$ cat src/rtl/stmt_lowerer_seq_dispatch_if.sv
// Command/beat handshake bundle for the statement-lowering sequence dispatcher.
// The master drives commands and consumes beats; the slave is the dispatcher.
interface stmt_lowerer_seq_dispatch_if #(
    parameter int WIDTH = 8
);
    logic             in_valid;
    logic             in_ready;
    logic [1:0]       in_sel;
    logic [WIDTH-1:0] in_data;
    logic             out_valid;
    logic             out_ready;
    logic [1:0]       out_chan;
    logic [WIDTH-1:0] out_data;
    logic             out_last;

    modport master (
        output in_valid, in_sel, in_data, out_ready,
        input  in_ready, out_valid, out_chan, out_data, out_last
    );

    modport slave (
        input  in_valid, in_sel, in_data, out_ready,
        output in_ready, out_valid, out_chan, out_data, out_last
    );
endinterface

$ cat src/rtl/stmt_lowerer_seq_dispatch.sv
// Accepts one selector-tagged command at a time and emits it as one beat or as
// a BURST-beat incrementing sequence on a decoded channel, counting completions.
module stmt_lowerer_seq_dispatch #(
    parameter int WIDTH = 8,
    parameter int BURST = 3
) (
    input  logic                      clk,
    input  logic                      rst_n,
    stmt_lowerer_seq_dispatch_if.slave bus,
    output logic [7:0]                cmd_count
);
    typedef enum logic [1:0] {
        IDLE  = 2'd0,
        SEND  = 2'd1,
        BURST_ST = 2'd2
    } state_t;

    localparam logic [3:0] BURST_LAST = 4'(BURST - 1);

    state_t           state_r, state_s;
    logic             valid_r, valid_s;
    logic [1:0]       chan_r, chan_s;
    logic [WIDTH-1:0] data_r, data_s;
    logic             last_r, last_s;
    logic [3:0]       cnt_r, cnt_s;
    logic [7:0]       count_r, count_s;

    // State and output registers; reset abandons any command in flight.
    always_ff @(posedge clk or negedge rst_n) begin
        if (!rst_n) begin
            state_r <= IDLE;
            valid_r <= 1'b0;
            chan_r  <= 2'd0;
            data_r  <= '0;
            last_r  <= 1'b0;
            cnt_r   <= 4'd0;
            count_r <= 8'd0;
        end else begin
            state_r <= state_s;
            valid_r <= valid_s;
            chan_r  <= chan_s;
            data_r  <= data_s;
            last_r  <= last_s;
            cnt_r   <= cnt_s;
            count_r <= count_s;
        end
    end

    // Next-state and next-output decode; everything holds unless a transfer occurs.
    always_comb begin
        state_s = state_r;
        valid_s = valid_r;
        chan_s  = chan_r;
        data_s  = data_r;
        last_s  = last_r;
        cnt_s   = cnt_r;
        count_s = count_r;
        case (state_r)
            IDLE: begin
                if (bus.in_valid) begin
                    valid_s = 1'b1;
                    data_s  = bus.in_data;
                    casez (bus.in_sel)
                        2'b0?: begin
                            chan_s  = 2'd0;
                            cnt_s   = 4'd0;
                            last_s  = 1'b1;
                            state_s = SEND;
                        end
                        2'b10: begin
                            chan_s  = 2'd1;
                            cnt_s   = 4'd0;
                            last_s  = 1'b1;
                            state_s = SEND;
                        end
                        2'b11: begin
                            chan_s  = 2'd2;
                            cnt_s   = BURST_LAST;
                            last_s  = (BURST_LAST == 4'd0);
                            state_s = BURST_ST;
                        end
                        default: begin
                            chan_s  = 2'd0;
                            cnt_s   = 4'd0;
                            last_s  = 1'b1;
                            state_s = SEND;
                        end
                    endcase
                end else begin
                    state_s = IDLE;
                end
            end
            SEND: begin
                if (bus.out_ready) begin
                    state_s = IDLE;
                    valid_s = 1'b0;
                    last_s  = 1'b0;
                    count_s = count_r + 8'd1;
                end else begin
                    state_s = SEND;
                end
            end
            BURST_ST: begin
                if (bus.out_ready) begin
                    if (cnt_r != 4'd0) begin
                        data_s  = data_r + {{(WIDTH-1){1'b0}}, 1'b1};
                        cnt_s   = cnt_r - 4'd1;
                        last_s  = (cnt_r == 4'd1);
                        state_s = BURST_ST;
                    end else begin
                        state_s = IDLE;
                        valid_s = 1'b0;
                        last_s  = 1'b0;
                        count_s = count_r + 8'd1;
                    end
                end else begin
                    state_s = BURST_ST;
                end
            end
            default: begin
                state_s = IDLE;
                valid_s = 1'b0;
                last_s  = 1'b0;
                cnt_s   = 4'd0;
            end
        endcase
    end

    assign bus.in_ready  = (state_r == IDLE);
    assign bus.out_valid = valid_r;
    assign bus.out_chan  = chan_r;
    assign bus.out_data  = data_r;
    assign bus.out_last  = last_r;
    assign cmd_count     = count_r;
endmodule

$ cat src/flat_wrapper.sv
// flat-port wrapper written by rule: the top's interface ports become plain ports
module stmt_lowerer_seq_dispatch_flat 
#(
    parameter int WIDTH = 8,
    parameter int BURST = 3
)
  (clk, rst_n, cmd_count, bus_in_valid, bus_in_sel, bus_in_data, bus_out_ready, bus_in_ready, bus_out_valid, bus_out_chan, bus_out_data, bus_out_last);
  stmt_lowerer_seq_dispatch_if #(.WIDTH(WIDTH)) bus_i ();
  input  logic clk;
  input  logic rst_n;
  output logic [7:0] cmd_count;
  input wire logic [$bits(bus_i.in_valid)-1:0] bus_in_valid;
  input wire logic [$bits(bus_i.in_sel)-1:0] bus_in_sel;
  input wire logic [$bits(bus_i.in_data)-1:0] bus_in_data;
  input wire logic [$bits(bus_i.out_ready)-1:0] bus_out_ready;
  output wire logic [$bits(bus_i.in_ready)-1:0] bus_in_ready;
  output wire logic [$bits(bus_i.out_valid)-1:0] bus_out_valid;
  output wire logic [$bits(bus_i.out_chan)-1:0] bus_out_chan;
  output wire logic [$bits(bus_i.out_data)-1:0] bus_out_data;
  output wire logic [$bits(bus_i.out_last)-1:0] bus_out_last;
  assign bus_i.in_valid = bus_in_valid;
  assign bus_i.in_sel = bus_in_sel;
  assign bus_i.in_data = bus_in_data;
  assign bus_i.out_ready = bus_out_ready;
  assign bus_in_ready = bus_i.in_ready;
  assign bus_out_valid = bus_i.out_valid;
  assign bus_out_chan = bus_i.out_chan;
  assign bus_out_data = bus_i.out_data;
  assign bus_out_last = bus_i.out_last;
  stmt_lowerer_seq_dispatch #(.WIDTH(WIDTH), .BURST(BURST)) u_core (.clk(clk), .rst_n(rst_n), .bus(bus_i), .cmd_count(cmd_count));
endmodule
$ cat config.mk
export PLATFORM = sky130hd
export DESIGN_NAME = stmt_lowerer_seq_dispatch_flat
export DESIGN_NICKNAME = d
export VERILOG_FILES = /design/src/rtl/stmt_lowerer_seq_dispatch_if.sv /design/src/rtl/stmt_lowerer_seq_dispatch.sv /design/src/flat_wrapper.sv
export SDC_FILE = /design/constraint.sdc
export NUM_CORES = 1
export LEC_CHECK = 0
export ABC_AREA = 1
export BUFFER_PORTS_ARGS = -buffer_cell sky130_fd_sc_hd__buf_2
export CELL_PAD_IN_SITES_DETAIL_PLACEMENT = 0
export CELL_PAD_IN_SITES_GLOBAL_PLACEMENT = 1
export CORE_MARGIN = 1
export CORE_UTILIZATION = 36
export CTS_BUF_LIST = sky130_fd_sc_hd__clkbuf_8
export DETAILED_ROUTE_END_ITERATION = 6
export PLACE_DENSITY_LB_ADDON = 0.1
export REMOVE_ABC_BUFFERS = 1
export SYNTH_ARGS = -nofsm -noshare
export SYNTH_HDL_FRONTEND = slang
export SYNTH_SLANG_ARGS = --single-unit
$ cat constraint.sdc
create_clock -name clk -period 1.2 [get_ports clk]
set_input_delay 0.06 -clock clk [delete_from_list [all_inputs] [get_ports clk]]
set_output_delay 0.06 -clock clk [all_outputs]
set_load 0.1 [all_outputs]
[Word-level counts from Yosys, hierarchy flattened]
Cells that the tools add are included.
Word-level totals
  bits in registers: 26
  input bits: 14
  output and inout port bits: 21
  word-level logic and storage cells: 63
Cells by class
  add/sub/neg operators: 3
  eq/ne operators: 10
  muxes and demuxes: 30
  bitwise logic cells: 2
  reduce and logical (&&, ||, !) cells: 11
Operators by type and width (count)
  $mux W8: 6
  $pmux W8 S2: 2
  $add A8 B1 Y8 const B: 2
  $reduce_and A4 Y1: 4
  $mux W4: 3
  $pmux W2 S3: 2
  $pmux W4 S3: 1
  $mux W1: 8
  $ne A2 B2 Y1 const B: 4
  $pmux W4 S2: 1
  $eq A2 B2 Y1 const B: 3
  $mux W2: 3
  $pmux W1 S3: 2
  $eq A4 B1 Y1 const B: 1
  $pmux W2 S2: 1
  $reduce_bool A2 Y1: 2
  $reduce_bool A4 Y1: 1
  $sub A4 B1 Y4 const B: 1
  $reduce_and A3 Y1: 1
  $eq A2 B1 Y1 const B: 1
  $logic_not A2 Y1: 1
  $ne A2 B1 Y1 const B: 1
  $not A1 Y1: 2
  $pmux W1 S2: 1
  other kinds (2): 2

[Depth between registers and ports, before layout]
  depth in word-level cells: 5
  gate-level depth with buffers: 9
  gate-level depth less buffers: 9

[Least setup slack after synthesis]
OpenSTA, ideal clock, no wires.
  kind: register -> register
  start point: register u_core.state_r[1]
  end point: register u_core.chan_r[0] (netlist: u_core.bus.out_chan[0])
  library setup time: 0.120 ns
  arrival: 1.939 ns
  required time: 1.080 ns
  slack: -0.859 ns
  cell stages (with the launch flop): 7
  buffers on the path: 0
  clock period less this slack: 2.059 ns
  cell sequence: dfrtp_1 -> nor2_2 -> inv_2 -> nor2_1 -> inv_2 -> nand2_1 -> nand2_1
On the way
  word-level cells in the longest chain between the ends: 2
RTL lines
  start, declared: RTL line stmt_lowerer_seq_dispatch.sv:20  | state_t state_r, state_s;
  start signal, assigned: RTL line stmt_lowerer_seq_dispatch.sv:39  | state_r <= state_s;
  $logic_not A2 Y1
  named net bus_in_ready: RTL line flat_wrapper.sv:16  | output wire logic [$bits(bus_i.in_ready)-1:0] bus_in_ready;
  $reduce_and A2 Y1 (no line)
  end signal, assigned: RTL line stmt_lowerer_seq_dispatch.sv:41  | chan_r <= chan_s;
  end, declared: RTL line stmt_lowerer_seq_dispatch.sv:22  | logic [1:0] chan_r, chan_s;
The timed path passes the listed nets, and every way through them passes these cells.
A chain may end at the register's enable or synchronous reset.

[Worst setup path after layout]
  start point: register u_core.state_r[1]
  end point: output port bus_in_ready
On the way
  word-level cells in the longest chain between the ends: 1
RTL lines
  $logic_not A2 Y1: RTL line stmt_lowerer_seq_dispatch.sv:129  | assign bus.in_ready = (state_r == IDLE);
  end, declared: RTL line flat_wrapper.sv:16
Every way passes these cells.

==> flow_summary_export.csv <==
group,metric,value,unit
global_routing,grt_start_max_net_pins,27,
cells_and_area,regArea,652,µm²
sta,whs,25.7,ps
sta,max-slew-margin-rel,0.592,
cts,htreeDepth,1,
cells_and_area,fin_area,0.00251,mm²
global_routing,grt_util_met2,0.339,
drt,drtIter0Drc,103,
run_status,status,"complete, but fails checks",
drt,wl_per_cell,11.9,µm
sta,rsz0062_at_grt,"true",
critical_path,crit_fanout,5,
critical_path,cp_slowest_cell,"dfrtp_2",
sta,hold_viol_final,0,
critical_path,rr_startpoint,"u_core.state_r[1]",
floorplanning,die_w,68.3,µm
worst_hold_path,worstHoldStart,"bus_in_sel[1]",
logic_synthesis,synth_seq_cells,26,
critical_path,slowest_delay,480,ps
drt,drcViolationCount,0,
floorplanning,die_area,0.00466,mm²
sta,min_period,1310,ps
sta,period_share,1.09,
critical_path,cp.depth,3,
place,hpwl,2780,µm
drt,routed-via-count,1576,
cts,clock_latency,280,ps
sta,max_slew.worst_pin.slew,613,ps
cells_and_area,mostFrequentLayoutCell,"nand2_1",
global_routing,grt_pass1_wl,6780,µm
critical_path,cp.arrival,1250,ps
job,max_cap_violations,0,
place,place_congestion,0.777,
cts,path_clk_slew,90,ps
critical_path,rr_endpoint,"u_core.bus.out_chan[0]",
global_routing,antenna_found_initial,0,
logic_synthesis,syn_inst,214,
global_routing,use_met1,0.250,
drt,drtAntennaViolNets,0,
cts,clk_root_buffer_cell,"clkbuf_8",
cells_and_area,nFillCells,377,
sta,finalSetupViolations,26,
logic_synthesis,synth_area,0.00158,mm²
global_routing,grt_overflow,0,
logic_synthesis,yosysUniqueCellTypes,22,
critical_path,r2r_slack,-80,ps
critical_path,cp_num_buf_inv,2,
global_routing,grtUsageTotal,0.197,
cells_and_area,fin_nets,307,
cts,tritoncts,"yes",
run_status,violations,"negative setup slack",
cts,clock_sinks,26,
drt,dr.pass1.iters,4,
sta,final_max_slew_viol_count,0,
cts,clock_path_buffers,2,
floorplanning,placementRows,23,
logic_synthesis,synth_warnings,0,
cells_and_area,syn_to_final_growth,58.8,%
critical_path,crit_chain,"nor2_4 > buf_4 > buf_12",
floorplanning,die_height,68.3,µm
worst_hold_path,min-delay-path-class,"in2reg",
logic_synthesis,avgSynthCellArea,7.38,µm²
cells_and_area,num_antenna_cells,0,
logic_synthesis,seq_area_frac_synth,0.412,
critical_path,worst_r2r_path_depth,6,
floorplanning,pin_count,35,
critical_path,cp.required,1140,ps
sta,fmax,0.765,GHz
place,post-place-ws,-123,ps
cts,numCtsBuffers,3,
cells_and_area,drive_gt1_frac,0.392,
critical_path,startpoint_type,"flip-flop",
sta,postLayoutSetupSlackWorst,-107,ps
place,placement.io_buffers,34,
place,place_area,0.00223,mm²
cells_and_area,multi_input_area,937,µm²
sta,setup_tns,-1320,ps
critical_path,cp_top_family,"flip-flops",
floorplanning,core_region_area,0.00412,mm²
worst_hold_path,min_to,"u_core.bus.out_chan[0]",
global_routing,met3_usage,0.0250,
critical_path,worstSetupPathType,"reg2out",
critical_path,endpoint_kind,"primary output",
sta,skew,9.09,ps
cells_and_area,layout_common_cells,"nand2_1 (78), buf_4 (34), dfrtp_1 (25), inv_1 (18)",
worst_hold_path,min_path_cells,3,
drt,wirelength,4030,µm
global_routing,grt_pass1_vias,1519,
floorplanning,start_util,0.384,
global_routing,grt-busiest-layer,"met2",
drt,viasPerCell,4.66,
[per-stage QoR]
stage	util	instances
floorplan	-	213
global placement	0.543	326
detailed placement	0.543	326
CTS	0.590	337
global route	0.610	338
finish	0.610	338
[logic make-up (layout without fill, tap and decap cells)]
kind of cell | Yosys count | count (layout) | share of synthesized area
flops | 26 | 26 | 0.412
fa+ha+maj | 4 | 4 | 0.0317
xor+xnor | 7 | 7 | 0.0388
buf+inv | 27 | 100 | 0.0713
simple gates | 134 | 135 | 0.388
compound gates | 16 | 16 | 0.0586
[state kept, by name (all words and copies together) (netlist names)]
register and cells:
u_core.bus.out_data 8, u_core.cmd_count 8, u_core.cnt_r 4, u_core.bus.out_chan 2, u_core.state_r 2, u_core.bus.out_last 1
u_core.bus.out_valid 1
[worst max path at each step]
stage | start | to | slack, ps
floorplan | u_core.state_r[1] | u_core.bus.out_chan[0] | -860
global placement | u_core.cnt_r[1] | u_core.cmd_count[7] | -90
detailed placement | u_core.cnt_r[0] | u_core.cmd_count[7] | -120
CTS | u_core.state_r[0] | u_core.bus.out_data[1] | -70
global route | u_core.state_r[1] | u_core.bus.out_data[6] | -160
finish | u_core.state_r[1] | bus_in_ready | -110
[layout make-up]
type / instances / share of cell area
flip-flops and latches: 26 / 0.260
multi-input cells: 162 / 0.373
clock buffers: 3 / 0.0165
clock inverters: 1 / 0.0120
inverters: 26 / 0.0439
repair buffers: 70 / 0.270
well taps: 50 / 0.0249
[repair_timing]
action / CTS / global route
resized for setup: 19 / 21
pin swaps: 11 / 9
hold buffers: 1 / 0
setup endpoints to repair: 28 / 30
hold endpoints to repair: 26 / 0
setup buffers: 6 / 2
cloned: 1 / 0
[synthesized netlist by cell type]
library cell / n / area [µm²]
nand2_1: 85 / 319
dfrtp_1: 26 / 651
inv_1: 20 / 75.1
nand3_1: 18 / 90.1
nor2_1: 14 / 52.6
o21ai_1: 8 / 40.0
nand2_4: 6 / 67.6
o21ai_0: 6 / 30.0
ha_1: 4 / 50.1
xnor2_1: 4 / 35.0
inv_2: 3 / 11.3
inv_4: 3 / 18.8
nand3b_1: 3 / 22.5
nand4_1: 3 / 18.8
xor2_1: 3 / 26.3
nor2_2: 2 / 12.5
a21oi_4: 1 / 16.3
buf_4: 1 / 7.51
nand2_2: 1 / 6.26
nand3_4: 1 / 17.5
o22ai_1: 1 / 6.26
or2_2: 1 / 6.26
[worst reg2reg max path, stage by stage (launching register included)]
cell      delay [ps]
dfrtp_2          480
nor2_4           190
inv_4             70
nor2_1           220
buf_4            160
nand3b_1          60
nand2_1           60
[routing by layer]
metal | wire length (µm) | part of all wire
met5 | 0 | 0
met4 | 61 | 0.015
met3 | 122 | 0.030
met2 | 1890 | 0.47
met1 | 1960 | 0.49
Power is left out: the tool's default activity adds up to more than one toggle a clock period on the data nets, which glitch-free logic cannot reach.
